<file path="src/rtl/pulse_stretch_queue.sv">
// -----------------------------------------------------------------------------
// pulse_stretch_queue
//
// Regenerates single-cycle event strobes as fixed-width level pulses with a
// guaranteed low gap between them, so level-sampled consumers (LEDs, slow
// logic) observe every event. Events that arrive while a pulse is playing are
// counted and replayed in order. Events beyond the queue depth are dropped and
// flagged with a sticky overflow bit.
//
// Ports:
//   clk       in   system clock, all state updates on the rising edge
//   rst       in   asynchronous, active-high reset
//   trig      in   event strobe; every high cycle is one event
//   clr_ovf   in   synchronous clear of the overflow flag (a same-cycle set wins)
//   out       out  stretched pulse, high for HIGH_CYCLES per event (registered)
//   busy      out  high while a pulse or its trailing gap is playing (registered)
//   pending   out  number of queued events not yet started (registered)
//   overflow  out  sticky: an event was dropped because the queue was full
// -----------------------------------------------------------------------------
module pulse_stretch_queue #(
  parameter int HIGH_CYCLES = 4,  // cycles out stays high per event (>= 1)
  parameter int GAP_CYCLES  = 2,  // minimum low cycles between events (>= 1)
  parameter int MAX_PEND    = 3,  // queue depth beyond the playing event (>= 1)
  parameter int PW          = 2   // pending width, 2**PW > MAX_PEND
) (
  input  logic          clk,
  input  logic          rst,
  input  logic          trig,
  input  logic          clr_ovf,
  output logic          out,
  output logic          busy,
  output logic [PW-1:0] pending,
  output logic          overflow
);

  // The counter only ever holds a reload value minus one, so it needs enough
  // bits for max(HIGH_CYCLES, GAP_CYCLES) - 1 (at least one bit).
  localparam int MAX_CNT = (HIGH_CYCLES > GAP_CYCLES) ? HIGH_CYCLES : GAP_CYCLES;
  localparam int CW      = (MAX_CNT > 1) ? $clog2(MAX_CNT) : 1;

  localparam logic [CW-1:0] HIGH_LOAD = CW'(HIGH_CYCLES - 1);
  localparam logic [CW-1:0] GAP_LOAD  = CW'(GAP_CYCLES - 1);
  localparam logic [PW-1:0] PEND_MAX  = PW'(MAX_PEND);

  typedef enum logic [1:0] {
    ST_IDLE,
    ST_HIGH,
    ST_GAP
  } state_e;

  state_e          state_q,    state_d;
  logic [CW-1:0]   cnt_q,      cnt_d;
  logic [PW-1:0]   pending_q,  pending_d;
  logic            overflow_q, overflow_d;
  logic            out_q,      out_d;
  logic            busy_q,     busy_d;

  // Event bookkeeping for the current cycle.
  logic take_pend;   // a queued event starts playing at the end of this GAP
  logic queue_evt;   // trig must be added to the queue (not consumed directly)
  logic drop_evt;    // queue_evt with no room left

  // ---------------------------------------------------------------------------
  // Next-state and datapath logic
  // ---------------------------------------------------------------------------
  always_comb begin
    // NOTE: every signal driven here gets a default first, so no path through
    // the case statement can leave one unassigned and infer a latch.
    state_d    = state_q;
    cnt_d      = cnt_q;
    take_pend  = 1'b0;
    queue_evt  = 1'b0;
    drop_evt   = 1'b0;
    pending_d  = pending_q;
    overflow_d = overflow_q;

    unique case (state_q)
      ST_IDLE: begin
        if (trig) begin
          state_d = ST_HIGH;
          cnt_d   = HIGH_LOAD;
        end
      end

      ST_HIGH: begin
        queue_evt = trig;
        if (cnt_q != '0) begin
          cnt_d = cnt_q - CW'(1);
        end else begin
          state_d = ST_GAP;
          cnt_d   = GAP_LOAD;
        end
      end

      ST_GAP: begin
        if (cnt_q != '0) begin
          cnt_d     = cnt_q - CW'(1);
          queue_evt = trig;
        end else if (pending_q != '0) begin
          // Oldest queued event starts now; a simultaneous trig joins the
          // queue in the slot that was just freed.
          state_d   = ST_HIGH;
          cnt_d     = HIGH_LOAD;
          take_pend = 1'b1;
          queue_evt = trig;
        end else if (trig) begin
          // Empty queue: the new event is played directly, never queued.
          state_d = ST_HIGH;
          cnt_d   = HIGH_LOAD;
        end else begin
          state_d = ST_IDLE;
        end
      end

      default: begin
        state_d = ST_IDLE;
        cnt_d   = '0;
      end
    endcase

    // A dequeue in the same cycle makes room, so a full queue only drops the
    // event when nothing is leaving it.
    drop_evt = queue_evt && !take_pend && (pending_q == PEND_MAX);

    unique case ({take_pend, queue_evt && !drop_evt})
      2'b10:   pending_d = pending_q - PW'(1);
      2'b01:   pending_d = pending_q + PW'(1);
      default: pending_d = pending_q;
    endcase

    // Set has priority over clear.
    if (drop_evt) begin
      overflow_d = 1'b1;
    end else if (clr_ovf) begin
      overflow_d = 1'b0;
    end

    // Outputs are decoded from the next state so they leave a flop directly.
    out_d  = (state_d == ST_HIGH);
    busy_d = (state_d != ST_IDLE);
  end

  // ---------------------------------------------------------------------------
  // State registers
  // ---------------------------------------------------------------------------
  // NOTE: sequential state uses non-blocking assignments so every flop samples
  // the pre-edge values, independent of statement order.
  always_ff @(posedge clk or posedge rst) begin
    if (rst) begin
      state_q    <= ST_IDLE;
      cnt_q      <= '0;
      pending_q  <= '0;
      overflow_q <= 1'b0;
      out_q      <= 1'b0;
      busy_q     <= 1'b0;
    end else begin
      state_q    <= state_d;
      cnt_q      <= cnt_d;
      pending_q  <= pending_d;
      overflow_q <= overflow_d;
      out_q      <= out_d;
      busy_q     <= busy_d;
    end
  end

  assign out      = out_q;
  assign busy     = busy_q;
  assign pending  = pending_q;
  assign overflow = overflow_q;

endmodule

</file>
<file path="config.mk">
export PLATFORM = sky130hd
export DESIGN_NAME = pulse_stretch_queue
export DESIGN_NICKNAME = d
export VERILOG_FILES = /design/src/rtl/pulse_stretch_queue.sv
export SDC_FILE = /design/constraint.sdc
export NUM_CORES = 1
export LEC_CHECK = 0
export CAP_MARGIN = 30
export CORE_AREA = 2 2 39 41
export DETAILED_ROUTE_END_ITERATION = 7
export DIE_AREA = 0 0 41 43
export GPL_ROUTABILITY_DRIVEN = 0
export PLACE_DENSITY = 0.66
export SKIP_CTS_REPAIR_TIMING = 1
export SLEW_MARGIN = 20
export SYNTH_ARGS = -nofsm -noshare
export SYNTH_HDL_FRONTEND = slang
export SYNTH_SLANG_ARGS = --single-unit
</file>
<file path="constraint.sdc">
create_clock -name clk -period 2.4 [get_ports clk]
set_input_delay 0.6 -clock clk [delete_from_list [all_inputs] [get_ports clk]]
set_output_delay 0.6 -clock clk [all_outputs]
set_load 0.005 [all_outputs]
</file>
# ---- Word level (Yosys, flattened, before mapping)
# Index checks and enable logic that the tools add are counted.
dict set report totals {
  regBits 9
  output_inout_bits 5
  word_cells 46
}
dict set report op_classes {
  addsub 3
  n_eq_ne 6
  mux 20
  reduce_logical 11
}
# cell n
set op_table {}
lappend op_table {{$mux W2} 7}
lappend op_table {{$pmux W2 S3} 2}
lappend op_table {{$reduce_bool A2 Y1} 5}
lappend op_table {{$mux W1} 9}
lappend op_table {{$eq A2 B1 Y1 const B} 3}
lappend op_table {{$eq A2 B2 Y1 const B} 3}
lappend op_table {{$pmux W2 S2} 1}
lappend op_table {{$sub A2 B1 Y2 const B} 2}
lappend op_table {{$logic_and A1 B1 Y1} 3}
lappend op_table {{$add A2 B1 Y2 const B} 1}
lappend op_table {{$logic_not A1 Y1} 2}
lappend op_table {{$logic_not A2 Y1} 1}
lappend op_table {{$pmux W1 S2} 1}

# ---- Logic depth before layout (Yosys ltp)
# Gate-level depths: netlist (run 1).
dict set report depth {
  word_depth 11
  mapped_depth 9
  mapped_depth_nobuf 9
}

# ---- Worst setup path before layout (run 1)
# OpenSTA, ideal clock, no wires.
dict set report synth_path {
  path_type {register -> register}
  startpoint {register state_q[0]}
  endpoint {register pending_q[1], in the netlist pending[1]}
  arrival_time_ps 1677
  setup_slack_ps 644
  stages_incl_launch_ff 9
  n_path_buf 0
  period_less_slack_ps 1756
  path_cell_list {dfrtp_1 > inv_1 > ha_1 > nand2_1 > or2_2 > ha_1 > xor2_1 > nor2_1 > xor2_1}
}
dict set report synth_via {
  elab_chain_len 9
}
# element line_no
set synth_lines {}
lappend synth_lines {{start, declared} 51} ;# state_e state_q, state_d;
lappend synth_lines {{start signal, assigned} 157} ;# state_q <= state_d;
lappend synth_lines {{$eq A2 B2 Y1} 77} ;# unique case (state_q)
lappend synth_lines {{$mux W1} 77}
lappend synth_lines {{$logic_not A1 Y1} 123} ;# drop_evt = queue_evt && !take_pend && (pending_q == PEND_MAX);
lappend synth_lines {{$logic_and A1 B1 Y1 (2 in series)} 123}
lappend synth_lines {{$logic_not A1 Y1} 125} ;# unique case ({take_pend, queue_evt && !drop_evt})
lappend synth_lines {{$logic_and A1 B1 Y1} 125}
lappend synth_lines {{$eq A2 B1 Y1 / $eq A2 B2 Y1 (equally long branches)} 125}
lappend synth_lines {{$pmux W2 S2 / $reduce_bool A2 Y1 (equally long branches)} n/a}
lappend synth_lines {{end signal, assigned} 159} ;# pending_q <= pending_d;
lappend synth_lines {{end, declared} 53} ;# logic [PW-1:0] pending_q, pending_d;
# Parallel ways exist; a longest one is shown, timed or not.
# A chain may end at the register's enable or synchronous reset.

# ---- Worst setup path in the final report (run 1)
# Ends and elaborated chain as after synthesis.

==> results of run 1 <==
-- synth_stat cells --
| library cell | number |
|---|---|
| ha_1 | 5 |
| o21ai_1 | 1 |
| nor2_4 | 1 |
| nand2_1 | 5 |
| mux2i_1 | 1 |
| a31oi_1 | 2 |
| nand2b_1 | 1 |
| or2_2 | 1 |
| buf_6 | 1 |
| xnor2_1 | 1 |
| inv_1 | 6 |
| a21oi_2 | 1 |
| a21oi_1 | 5 |
| nor3_4 | 1 |
| o21ai_0 | 2 |
| nor2_1 | 6 |
| nor3_1 | 1 |
| o32ai_1 | 1 |
| dfrtp_1 | 9 |
| o32ai_2 | 1 |
| nand3_1 | 2 |
| nor3b_1 | 1 |
| xor2_1 | 2 |
| nor2b_1 | 1 |
| o211ai_1 | 2 |
-- cells by family after synthesis --
group	after synthesis	synth area share [%]
multiplexers	1	1.758
AND/OR/NAND/NOR	20	19.34
AO/OA/AOI/OAI	15	17.80
buffers and inverters	7	5.934
XOR/XNOR	3	4.616
flip-flops	9	39.56
adder cells (fa/ha/maj)	5	10.99
-- through the flow --
step / setup WS [ns] / utilization [%] / hold WS [ns] / area, µm²
after floorplan: 0.6438 / - / 0.4279 / 569.3
after global placement: 0.3579 / 48.10 / 0.5349 / 665.6
after detailed placement: 0.3554 / 48.10 / 0.5787 / 665.6
after CTS: 0.4490 / 50.00 / 0.5878 / 691.9
after global routing: 0.3040 / 50.00 / 0.5961 / 691.9
final: 0.4610 / 50.00 / 0.5791 / 691.9
-- sequential cells by signal (all words and copies together), names as in the netlist --
register	flops
busy	1
out	1
cnt_q	2
overflow	1
pending	2
state_q	2
-- power groups by stage --
stage,clock network [mW],logic (mW),registers [mW]
2_1_floorplan,0,0.354,0.301
3_3_place_gp,0,0.466,0.329
4_1_cts,0.123,0.473,0.331
5_1_grt,0.127,0.529,0.343
6_report,0.118,0.467,0.331
3_5_place_dp,0,0.469,0.333
-- layer usage --
layer | share of wire [%] | global-route usage [%] | vias to the layer above
met4 | 0 | 6.000 | 0
met5 | 0 | 0 | -
met1 | 44 | 19.40 | 223
li1 | - | - | 229
met3 | 3.1 | 3.141 | 0
met2 | 53 | 25.00 | 7
-- cell type report --
type	instances	area share (%)
clock buffer	4	3.797
multi-input combinational	44	44.85
inverter	6	3.255
timing repair buffer	9	12.66
tap	16	2.893
sequential	9	32.55
-- worst max-delay path, delay by kind of cell (launching register included) --
family / cells / cell delay, ns
flip-flops: 1 / 0.44
XOR/XNOR: 2 / 0.29
adder cells (fa/ha/maj): 2 / 0.50
buffers and inverters: 1 / 0.12
AND/OR/NAND/NOR: 3 / 0.51
-- how the worst max path moves through the flow --
stage / slack, ns / cells after the start / to
global placement: 0.36 / 7 / pending[1]
CTS: 0.45 / 1 / pending[0]
detailed placement: 0.36 / 6 / pending[1]
floorplan: 0.64 / 8 / pending[1]
global route: 0.30 / 8 / pending[1]
finish: 0.46 / 8 / pending[1]
==> flow_summary.json, run 1 <==
{
  "overflow": 0,
  "relSlewSlack_pct": 77.85,
  "r2r-end": "pending[1]",
  "multi_input_area_um2": 310.3,
  "clockBufferDepth": 2,
  "hold_path_class": "register to register",
  "place.port_buffers": 8,
  "fin_crit_sh_pct": 80.79,
  "synth_area_leaders": "dfrtp_1 (40%), ha_1 (11%), a21oi_1 (4.4%)",
  "syn_to_final_growth_pct": 21.54,
  "power_frac_comb_pct": 50.9,
  "ys_seq_area_share_pct": 39.56,
  "tns_ns": 0,
  "maxSlewViolCount": 0,
  "startpoint_type": "register",
  "rsz0062_at_grt": "no",
  "ys_ff_latch": 9,
  "synth_cell_types": 25,
  "crit_chain": "inv_1, ha_1, nand2_1, or2_2, ha_1, xor2_1, nor2_1, xor2_1",
  "r2r-start": "state_q[0]",
  "grt_pass1_wl_um": 1835,
  "io-pin-count": 9,
  "maxCapViolCount": 0,
  "cts_sinks": 9,
  "insertedDiodeCount": 0,
  "tightest_slew_ns": 0.3318,
  "hold_depth": 2,
  "crit_fanout": 6,
  "cp.required_ns": 2.58,
  "drtPass1Iterations": 4,
  "swShare_pct": 42.54,
  "dp.cells": 84,
  "hold_violations": 0,
  "fillCellCount": 146,
  "nets": 82,
  "critical_path_class": "register to register",
  "cts.root.buffer_cell": "clkbuf_4",
  "drive_gt1_share_pct": 12.50,
  "status": "finished clean",
  "min_to": "overflow",
  "report.power.total_uw": 916.4,
  "p_int_uw": 526.6,
  "regArea_um2": 225.2,
  "rows": 14,
  "syn_nets": 69,
  "finClkSkew_ns": 0.005511,
  "syn_area_per_cell_um2": 9.488,
  "hp-start": "overflow",
  "grt_usage_pct": 15.55,
  "die-area_um2": 1763,
  "grt_max_degree": 10,
  "insertion_delay_ns": 0.26,
  "p_clk_share_pct": 12.9,
  "start_util_pct": 41.14,
  "clk_pin_slew_worst_paths_ns": 0.07,
  "cts_buffers": 3,
  "yosysTopAreaCell": "dfrtp_1",
  "num_vias": 459,
  "p_leak_nw": 0.2992,
  "drcViolationCount": 0,
  "crit_path_end_kind": "register",
  "p_switching_uw": 389.8,
  "routedWlPerCell_um": 12.81,
  "reg2reg_depth": 8,
  "powerDensity_nw_per_um2": 1324,
  "cts_tree": "built",
  "ant_nets": 0,
  "via_per_inst": 5.216,
  "core_area_um2": 1384,
  "synth.cell_area_um2": 569.3,
  "finalNonFillerCells": 88,
  "rrSetupSlack_ns": 0.46,
  "grt_pass1_vias": 411,
  "h-tree-depth": 1,
  "crit_arrival_ns": 2.12,
  "routed_wl_um": 1127,
  "fmax_ghz": 0.5157,
  "synthCells": 60,
  "critPathMaxStageDelay_ns": 0.44,
  "grt_antenna_before_repair": 0,
  "mostFrequentLayoutCells": "dfrtp_1 (9), clkdlybuf4s50_1 (8), nor2_1 (6), inv_1 (6)",
  "fin_crit_ns": 1.939,
  "die_w_um": 41,
  "die_h_um": 43,
  "synth_warnings": 0,
  "pwr-share-seq_pct": 36.1,
  "drtIter0Drc": 7,
  "crit_start": "state_q[0]",
  "vdd_drop_max_mv": 0.5737,
  "yosysTopAreaCellShare_pct": 39.56,
  "setup_viol": 0,
  "final_common_cell": "dfrtp_1",
  "slowest_stage": "dfrtp_1"
}
No activity file was read; power rests on OpenSTA's default activity.
==> inputs of run 2 (changes only) <==
PLACE_DENSITY = 0.68   (was 0.66)
clock period = 1.7 ns   (was 2.4 ns; I/O delays follow)
==> run 2 against run 1 <==
Compared with the run above:
- routed wire length up 16%
- register-to-register slack got worse by 0.42 ns
- clock power is 40% higher
- critical endpoint unchanged
- worst hold slack got worse by 0.17 ns
- power is 85% higher
- first-iteration DRC count decreased by 14%
- sequential power rose by 26%
- sequential cell count unchanged
- global-route usage rose by 2.1 points
- critical path type unchanged
==> flow_summary.json, run 2 (same netlist as run 1, synthesis figures left out) <==
{
  "crit_fanout": 4,
  "fin_crit_sh_pct": 97.64,
  "r2r-start": "state_q[1]",
  "use_met3_pct": 9.948,
  "drtPass1Iterations": 4,
  "cts.root.buffer_cell": "clkbuf_4",
  "drcViolationCount": 0,
  "die_w_um": 41,
  "rrSetupSlack_ns": 0.04,
  "insertion_delay_ns": 0.26,
  "drtIter0Drc": 6,
  "regArea_um2": 227.7,
  "vdd_drop_max_mv": 0.9307,
  "post-dp-hpwl_um": 908.9,
  "fin_crit_ns": 1.660,
  "grt_max_degree": 10,
  "mostFrequentLayoutCells": "buf_4 (17), dfrtp_1 (7), clkdlybuf4s50_1 (7)",
  "grt_busiest_layer": "met2",
  "dpl-instance-area_um2": 768.2,
  "core_area_um2": 1384,
  "maxCapViolCount": 0,
  "cts_sinks": 9,
  "crit_start": "state_q[1]",
  "h-tree-depth": 1,
  "crit_path_end_kind": "register",
  "rows": 14,
  "nets": 100,
  "relSlewSlack_pct": 77.74,
  "worst_slack_ns": 0.04009,
  "cts_tree": "built",
  "ant_nets": 0,
  "gr-usage-met2_pct": 28.75,
  "p_leak_nw": 0.4078,
  "grt_antenna_before_repair": 0,
  "maxSlewViolCount": 0,
  "design_area_um2": 882.1,
  "powerDensity_nw_per_um2": 1926,
  "hold_path_class": "input pin to async pin",
  "routed_wl_um": 1312,
  "tightest_slew_ns": 0.3335,
  "io-pin-count": 9,
  "rsz0062_at_grt": "yes",
  "hold_violations": 0,
  "die-area_um2": 1763,
  "grt_usage_pct": 17.68,
  "insertedDiodeCount": 0,
  "syn_to_final_growth_pct": 54.95,
  "crit_arrival_ns": 1.80,
  "start_util_pct": 41.14,
  "fillCellCount": 123,
  "use_met1_pct": 20.07,
  "final_common_cell": "buf_4",
  "critical_path_class": "register to register",
  "overflow": 0,
  "via_per_inst": 5.085,
  "startpoint_type": "register",
  "clockBufferDepth": 2,
  "cp.required_ns": 1.84,
  "routedWlPerCell_um": 12.38,
  "drive_gt1_share_pct": 43.33,
  "status": "finished clean",
  "setup_viol": 0,
  "fmax_ghz": 0.6024,
  "grt_pass1_vias": 519,
  "place.port_buffers": 8,
  "die_h_um": 43,
  "num_vias": 539,
  "cts_buffers": 3,
  "dpl_worst_slack_ns": -0.1577,
  "grt_pass1_wl_um": 2076,
  "finClkSkew_ns": 0.004205,
  "multi_input_area_um2": 352.8,
  "clk_pin_slew_worst_paths_ns": 0.06
}
## run 2: changes by cell type in the layout (fill, tap and decap cells not counted), moves of 2 or more
cell,delta
buf_4,+16
buf_6,+2
dfrtp_1,-2
dfrtp_2,+2
ha_1,-3
ha_2,+2
inv_1,-2
inv_2,+2
nand2_1,-2
## run 2: where the power goes
group | total (mW) | switching [mW] | leakage, nW | internal (mW)
Sequential | 0.418 | 0.0956 | 0.108 | 0.323
Clock | 0.165 | 0.0745 | 0.0150 | 0.0905
Combinational | 1.12 | 0.495 | 0.284 | 0.620
Total | 1.70 | 0.665 | 0.408 | 1.03
## run 2: path summary, 6_finish.rpt
path / endpoint / cells past startpoint
worst max-delay path: pending[1] / 8
worst min-delay path: out / 2
worst max register to register: pending[1] / 8
worst min register to register: overflow / 2
max in group asynchronous: pending[0] / 2
min in group clk: overflow / 2
## run 2: metrics by stage
stage	total power, mW	util (%)	cells	setup TNS [ns]	hold slack, ns
global placement	1.330	55.52	96	-0.2932	0.5380
floorplan	0.9440	-	60	0	0.2529
CTS	1.524	57.41	100	-0.1013	0.4183
global route	1.845	63.74	106	-0.07418	0.4600
detailed placement	1.348	55.52	96	-0.3069	0.5429
finish	1.699	63.74	106	0	0.4140
## run 2: metal layers
metal  up-vias  wire [µm]  part of all wire [%]
met1       250        493                    38
li1        267          -                     -
met5         -          0                     0
met2        22        725                    55
met3         0         93                   7.1
met4         0          0                     0
## run 2: final cells by class
| class | count | area share [%] |
|---|---|---|
| timing repair buffer | 27 | 26.38 |
| multi-input combinational | 44 | 40.00 |
| clock buffer | 4 | 2.979 |
| tap | 16 | 2.270 |
| inverter | 6 | 2.553 |
| sequential | 9 | 25.82 |
## run 2: critical path, stage by stage (launching register included)
cell and delay [ns]:
dfrtp_2 0.42, inv_2 0.05, ha_1 0.29, nand2_2 0.06
nor3b_2 0.16, ha_2 0.19, xor2_1 0.13, nor2_1 0.07
xor2_1 0.16
==> RTL change, RTL diff (settings of run 1) <==
Remove the register `busy_q`: a continuous assignment takes its place, so the output `busy` follows one clock earlier.
--- a/src/rtl/pulse_stretch_queue.sv
+++ b/src/rtl/pulse_stretch_queue.sv
@@ -154,3 +154,2 @@
       out_q      <= 1'b0;
-      busy_q     <= 1'b0;
     end else begin
@@ -161,5 +160,6 @@
       out_q      <= out_d;
-      busy_q     <= busy_d;
     end
   end
+
+  assign busy_q = busy_d;
 
Check against the original RTL: not equivalent (a bounded check fails within 4 cycles, from zero or initial values and one cycle with rst high).
==> RTL change against run 1 <==
Final cell count up 9.1%. Sequential cell count down 1. Power is 7.0% higher. Synthesized area down 9.9%. Cell area up 4.9%. Count of clock-buffer cells in the layout down 1. Worst setup slack worse by 0.26 ns. Routed wire length is 3.4% lower. Largest power group unchanged. Highest routed layer unchanged.
==> RTL change: results (changes against run 1) <==
post-layout util = 0.5244 (+0.02441)
worst-margin pin slew = 0.3131 ns (-0.01876 ns)
initial detailed-routing violation count = 4 (-3)
Synth area leaders = dfrtp_1 39%, ha_1 12%, o21ai_0 5.9%
syn nets = 68 (-1.4%)
CTS clock-pin slew for the worst setup and hold paths = 0.05 ns (-0.02 ns)
top-area cell type share of the netlist area = 0.3902 (-0.005360)
M1 WL = 522 um (+5.0%)
filler instances = 143 (-2.1%)
DP Area = 680.7 um^2 (+2.3%)
Fin Hold WS = 0.5232 ns (-0.05593 ns)
GRT Overall Usage = 0.1514 (-0.004065)
Worst IR Drop VDD = 547.0 uV (-4.6%)
FF-to-FF setup slack = 0.40 ns (-0.06 ns)
Seq/Total Area, Yosys = 0.3902 (-0.005360)
vias in the first global route = 467 (+14%)
post-synthesis adder-cell area fraction = 0.1220 (+0.01206)
R2R Path Start = cnt_q[0]
first-pass GRT wire length = 1863 um (+1.5%)
list of most frequent post-synthesis cells = 8 x dfrtp_1, 6 x inv_1, 6 x nor2_1, 6 x o21ai_0, 5 x ha_1
multiplexer share of the synthesized area = 0 (-0.01758)
status = completed
share of layout cells above drive strength 1 = 0.2625 (+0.1375)
GR Util met3 = 0.01571 (-0.01571)
largest family of logic cells by synthesized area = compound AO/OA/AOI/OAI gates
routing usage on met2 = 0.2188 (-0.03125)
-- RTL change: worst max path at each step --
stage / startpoint / end / slack (ns)
after floorplan: cnt_q[0] / pending[1] / 0.55
after global placement: trig / busy / -0.37
after detailed placement: trig / busy / -0.37
after CTS: trig / busy / -0.38
after global routing: state_q[0] / busy / 0.10
final: state_q[0] / busy / 0.20
-- RTL change: cell type report --
type	count	area share
repair buffers	18	0.2207
clock buffers	3	0.03103
flip-flops and latches	8	0.2759
inverters	6	0.03103
well taps	16	0.02759
multi-input cells	45	0.4138
-- RTL change: cells by family (layout without fill, tap and decap cells) --
group | count (synthesis) | after routing
flops | 8 | 8
simple gates | 20 | 20
fa+ha+maj | 5 | 5
buf+inv | 6 | 27
xor+xnor | 3 | 3
compound gates | 17 | 17
-- RTL change: where the power goes --
part	internal, W	total [W]	leakage [nW]	switching [W]
clock	0.0000569	0.0000977	0.0138	0.0000408
combinational	0.000343	0.000603	0.231	0.000259
sequential	0.000199	0.000280	0.0992	0.0000806
total	0.000599	0.000980	0.344	0.000381
